## config.mk

```make
export PLATFORM = sky130hd
export DESIGN_NAME = serial_mac_neuron_flat
export DESIGN_NICKNAME = d
export VERILOG_FILES = /design/src/rtl/nn_pkg.sv /design/src/rtl/serial_mac_neuron_if.sv /design/src/rtl/fx_sat_trunc.sv /design/src/rtl/serial_mac_neuron.sv /design/src/flat_wrapper.sv
export SDC_FILE = /design/constraint.sdc
export NUM_CORES = 1
export LEC_CHECK = 0
export ABC_AREA = 1
export CORE_ASPECT_RATIO = 1.1
export CORE_MARGIN = 8
export CORE_UTILIZATION = 56
export DETAILED_ROUTE_END_ITERATION = 10
export GPL_TIMING_DRIVEN = 1
export PLACE_DENSITY_LB_ADDON = 0.3
export SLEW_MARGIN = 20
export SYNTH_ARGS = -nofsm -noshare
export SYNTH_HDL_FRONTEND = slang
export SYNTH_SLANG_ARGS = --single-unit
```

## constraint.sdc

```tcl
create_clock -name clk -period 2.2 [get_ports clk]
set_input_delay 0.66 -clock clk [delete_from_list [all_inputs] [get_ports clk]]
set_output_delay 0.66 -clock clk [all_outputs]
set_load 0.02 [all_outputs]
```

## src/rtl/nn_pkg.sv

```systemverilog
// Shared fixed-point neuron definitions: MAC FSM states and saturation bounds
// used by both the MAC and the ReLU activation stage.
package nn_pkg;

  typedef enum logic [1:0] {
    IDLE = 2'd0,
    ACC  = 2'd1,
    OUT  = 2'd2
  } state_t;

  function automatic longint sat_hi(input int w);
    return (longint'(1) <<< (w - 1)) - 1;
  endfunction

  function automatic longint sat_lo(input int w);
    return -(longint'(1) <<< (w - 1));
  endfunction

endpackage

```

## src/rtl/serial_mac_neuron_if.sv

```systemverilog
// Beat-in / result-out handshake bundle between a feeder and the serial MAC neuron.
interface serial_mac_neuron_if #(
  parameter int M = 8
);
  logic                in_valid;
  logic                in_ready;
  logic signed [M-1:0] x;
  logic signed [M-1:0] w;
  logic signed [M-1:0] bias;
  logic                out_valid;
  logic                out_ready;
  logic signed [M-1:0] y;

  modport master (
    output in_valid, x, w, bias, out_ready,
    input  in_ready, out_valid, y
  );

  modport slave (
    input  in_valid, x, w, bias, out_ready,
    output in_ready, out_valid, y
  );
endinterface

```

## src/rtl/fx_sat_trunc.sv

```systemverilog
// Drops FRAC fraction bits (floor, via arithmetic shift) and clamps the
// result into a signed OUT_W range.
module fx_sat_trunc
  import nn_pkg::*;
#(
  parameter int IN_W  = 19,
  parameter int OUT_W = 8,
  parameter int FRAC  = 5
) (
  input  logic signed [IN_W-1:0]  din,
  output logic signed [OUT_W-1:0] dout
);

  localparam logic signed [IN_W-1:0] HI = IN_W'(sat_hi(OUT_W));
  localparam logic signed [IN_W-1:0] LO = IN_W'(sat_lo(OUT_W));

  function automatic logic signed [OUT_W-1:0] sat_trunc(input logic signed [IN_W-1:0] v);
    logic signed [IN_W-1:0] s;
    s = v >>> FRAC;
    if (s > HI)      return OUT_W'(HI);
    else if (s < LO) return OUT_W'(LO);
    else             return OUT_W'(s);
  endfunction

  assign dout = sat_trunc(din);

endmodule

```

## src/rtl/serial_mac_neuron.sv

```systemverilog
// Serial multiply-accumulate neuron: K x*w beats plus a bias, one result
// per evaluation, saturated to Q(M-FRAC).FRAC for the ReLU stage.
module serial_mac_neuron
  import nn_pkg::*;
#(
  parameter int M    = 8,
  parameter int FRAC = 5,
  parameter int K    = 4
) (
  input logic                clk,
  input logic                rst,
  serial_mac_neuron_if.slave bus
);

  localparam int AW = 2*M + $clog2(K) + 1;
  localparam int CW = $clog2(K + 1);

  state_t                 state, state_nxt;
  logic signed [AW-1:0]   acc_p0, acc_nxt;
  logic        [CW-1:0]   cnt_p0, cnt_nxt;
  logic signed [M-1:0]    y_p1, y_sat;
  logic signed [2*M-1:0]  prod;
  logic                   load_y;
  logic                   in_ready_c, out_valid_c;

  assign prod = bus.x * bus.w;

  always_comb begin
    state_nxt   = state;
    acc_nxt     = acc_p0;
    cnt_nxt     = cnt_p0;
    load_y      = 1'b0;
    in_ready_c  = 1'b0;
    out_valid_c = 1'b0;
    case (state)
      IDLE: begin
        in_ready_c = !rst;
        if (bus.in_valid) begin
          // Bias is aligned to the product's 2*FRAC fraction bits.
          acc_nxt = (AW'(bus.bias) <<< FRAC) + AW'(prod);
          cnt_nxt = CW'(1);
          if (K == 1) begin
            state_nxt = OUT;
            load_y    = 1'b1;
          end else begin
            state_nxt = ACC;
          end
        end
      end
      ACC: begin
        in_ready_c = !rst;
        if (bus.in_valid) begin
          acc_nxt = acc_p0 + AW'(prod);
          cnt_nxt = cnt_p0 + CW'(1);
          if (cnt_p0 == CW'(K - 1)) begin
            state_nxt = OUT;
            load_y    = 1'b1;
          end
        end
      end
      OUT: begin
        out_valid_c = 1'b1;
        if (bus.out_ready) state_nxt = IDLE;
      end
      default: state_nxt = IDLE;
    endcase
  end

  // Result is taken from the accumulator value being written on the final beat.
  fx_sat_trunc #(
    .IN_W (AW),
    .OUT_W(M),
    .FRAC (FRAC)
  ) u_sat (
    .din (acc_nxt),
    .dout(y_sat)
  );

  // Stage boundary: accumulator state (p0) and registered output (p1).
  always_ff @(posedge clk or posedge rst) begin
    if (rst) begin
      state  <= IDLE;
      acc_p0 <= '0;
      cnt_p0 <= '0;
      y_p1   <= '0;
    end else begin
      state  <= state_nxt;
      acc_p0 <= acc_nxt;
      cnt_p0 <= cnt_nxt;
      if (load_y) y_p1 <= y_sat;
    end
  end

  assign bus.in_ready  = in_ready_c;
  assign bus.out_valid = out_valid_c;
  assign bus.y         = y_p1;

endmodule

```

## src/flat_wrapper.sv

```systemverilog
// flat-port wrapper written by rule: the top's interface ports become plain ports
module serial_mac_neuron_flat import nn_pkg::*;
#(
  parameter int M    = 8,
  parameter int FRAC = 5,
  parameter int K    = 4
)
  (clk, rst, bus_in_valid, bus_x, bus_w, bus_bias, bus_out_ready, bus_in_ready, bus_out_valid, bus_y);
  serial_mac_neuron_if #(.M(M)) bus_i ();
  input logic clk;
  input logic rst;
  input wire logic [$bits(bus_i.in_valid)-1:0] bus_in_valid;
  input wire logic [$bits(bus_i.x)-1:0] bus_x;
  input wire logic [$bits(bus_i.w)-1:0] bus_w;
  input wire logic [$bits(bus_i.bias)-1:0] bus_bias;
  input wire logic [$bits(bus_i.out_ready)-1:0] bus_out_ready;
  output wire logic [$bits(bus_i.in_ready)-1:0] bus_in_ready;
  output wire logic [$bits(bus_i.out_valid)-1:0] bus_out_valid;
  output wire logic [$bits(bus_i.y)-1:0] bus_y;
  assign bus_i.in_valid = bus_in_valid;
  assign bus_i.x = bus_x;
  assign bus_i.w = bus_w;
  assign bus_i.bias = bus_bias;
  assign bus_i.out_ready = bus_out_ready;
  assign bus_in_ready = bus_i.in_ready;
  assign bus_out_valid = bus_i.out_valid;
  assign bus_y = bus_i.y;
  serial_mac_neuron #(.M(M), .FRAC(FRAC), .K(K)) u_core (.clk(clk), .rst(rst), .bus(bus_i));
endmodule
```

==> metrics.yaml <==
drt:
  routedWlPerCell_um: 24.6
  drt_iter0_markers: 1312
  wl_mm: 31.4
  wl_met3_mm: 4.99
  antenna_left: 0
  drt-pass1-iter-count: 9
  met2_length_mm: 13.1
  vias_per_cell: 6.31
  m1WireLength_mm: 9.65
  vias: 8065
  drc: 0
  routed.top_layer: "met5"
global_route:
  grt_pass1_wl_mm: 37.1
  grt_pass1_vias: 7683
  antenna_found_initial: 1
  grt_usage_pct: 32.5
  gr-total-overflow: 0
  grt_max_degree: 33
cells_and_area:
  layout.nets: 1275
  final_cell_mix: "nand2_1, inv_1, buf_4, nor2_1, inv_2"
  layout_commonest_cell: "nand2_1"
  synthToLayoutAreaGrowth_pct: 56.4
  seq_area_sq_um: 802
  multi_input_area_sq_um: 5590
  fillers: 424
  post-route-util_pct: 88.2
  layout-drive-gt1-share_pct: 42.4
status:
  status: "complete, but fails checks"
  violations: "negative setup slack"
cts:
  path_clk_slew_ns: 0.06
  clk_latency_ns: 0.28
  cts_tree: "built"
  h-tree-depth: 2
  cts_buffer_depth: 2
  cts_inserted_buffers: 5
  cts_root_buffer: "clkbuf_16"
  cts.sinks: 32
floorplanning:
  die_y_um: 125
  die-area_sq_um: 14400
  rows: 40
  dieWidth_um: 115
  core_area_sq_um: 10800
  pin_count: 38
  start_util_pct: 56.4
synth:
  async_flop_share_pct: 100
  ys_warn_count: 0
  synth_edf_count: 0
  synth.largest_area_cell: "fa_1"
  synth_nets: 1073
  synth.distinct_cells: 38
  syn_area_sq_um: 6070
  ys_ff_latch: 32
  ys_seq_area_share_pct: 13.2
  synth_top_area_share_pct: 18.8
  syn_avg_cell_area_sq_um: 6.54
  ys.flop_type: "dfrtp_1"
  syn_inst: 927
  synth.area.top_cells: "fa_1, nand2_1, inv_1, dfrtp_1, ha_1"
critical_path:
  startpoint_type: "input pin"
  required_ns: 2.42
  slowest_delay_ns: 0.54
  arrival_ns: 7.58
  reg2reg_from: "u_core.acc_p0[4]$_DFFE_PP0P_"
  critical_path_class: "in2reg"
  crit_top_cell: "nand2_1"
  slowest_stage: "fa_1"
  crit_path_end_kind: "register"
  cp-startpoint: "bus_x[2]"
  crit_path_max_fanout: 7
sta:
  final_hold_viol_count: 0
  fin_tns_setup_ns: -98.02
  setup-violations-final: 25
  final.setup.worst_slack_ns: -5.15
  hold_slack_ns: 0.489
  rsz0062_at_grt: "yes"
  slew_headroom_pct: 52.2
  max_freq_ghz: 0.136
  post-route-period-util_pct: 334
  maxSlewViolCount: 0
  fin_crit_ns: 7.35
  clock_skew_ns: 0.00464
  tightest_slew_ns: 0.715
min_path:
  hp-start: "u_core.bus.y[2]$_DFFE_PP0P_"
  hold_path.class: "reg2reg"
placed_design:
  io_buffers: 37
  post-dp-hpwl_mm: 14.1
  place_congestion: 0.922
run:
  cap_violations: 0
## Yosys cell counts, drive strengths merged, types with 2 or more instances
library cell and instances:
xnor2 10, clkinv 2, a21oi 54, inv 228
nand2 274, xor2 7, a21o 2, clkbuf 18
or2 6, dfrtp 32, a221oi 2, buf 4
ha 61, fa 57, nand3 43, o22ai 2
o21bai 3, a21boi 2, o21ai 33, nor3 5
nand4 8, nor2 66
## state kept, by name, summed over array words and instances, names as in the netlist
name	count
u_core.state	2
u_core.cnt_p0	3
u_core.bus.y	8
u_core.acc_p0	19
## kinds of logic after synthesis
logic type / share of synthesized area (%)
fa+ha+maj: 31.4
compound gates: 9.39
simple gates: 27.8
flops: 13.2
xor+xnor: 2.45
buf+inv: 15.7
## layout make-up
cell class	count	share of cell area [%]
Tap cell	147	1.94
Multi-Input combinational cell	643	59.0
Antenna cell	1	0.0264
Inverter	230	9.30
Timing Repair Buffer	217	19.8
Clock buffer	6	1.36
Clock inverter	2	0.171
Sequential cell	32	8.45
## worst paths after layout
check                           depth (start not counted)                           to  slack (ns)
worst max-delay path                                   42  u_core.bus.y[3]$_DFFE_PP0P_       -5.15
worst min-delay path                                    2  u_core.bus.y[2]$_DFFE_PP0P_        0.49
worst max register to register                         15  u_core.bus.y[6]$_DFFE_PP0P_       -0.76
worst min register to register                          2  u_core.bus.y[2]$_DFFE_PP0P_        0.49
max in group asynchronous                               3  u_core.state[1]$_DFFE_PP0P_        1.04
min in group asynchronous                               3  u_core.acc_p0[15]$_DFF_PP0_        0.81
## layer usage
layer	GRT usage, %	vias up
met2	55.8	828
met1	36.0	3631
met3	5.49	396
met5	0	-
li1	-	3208
met4	20.9	2
## worst max-delay path: cells and delay by family
family | cells | cell delay, ns
AO/OA/AOI/OAI | 6 | 1.13
XOR/XNOR | 1 | 0.21
adder cells (fa/ha/maj) | 6 | 2.52
buffers and inverters | 7 | 0.93
AND/OR/NAND/NOR | 22 | 2.08
## stage by stage
stage	setup WS (ns)	area, sq um	std cells
CTS	-4.05	8920	1267
global route	-5.49	9480	1277
finish	-5.15	9490	1278
floorplan	-3.87	6560	927
detailed placement	-4.91	8060	1244
global placement	-4.77	8060	1244
## repair_timing
item / 4_1_cts / 5_1_grt
endpoints found under the hold margin: 0 / 0
setup buffers: 16 / 13
pin swaps: 100 / 72
resized for setup: 247 / 121
hold buffers: 0 / 0
endpoints found under the setup margin: 28 / 26
Power is left out: the tool's default activity adds up to more than one toggle a clock period on the data nets, which glitch-free logic cannot reach.
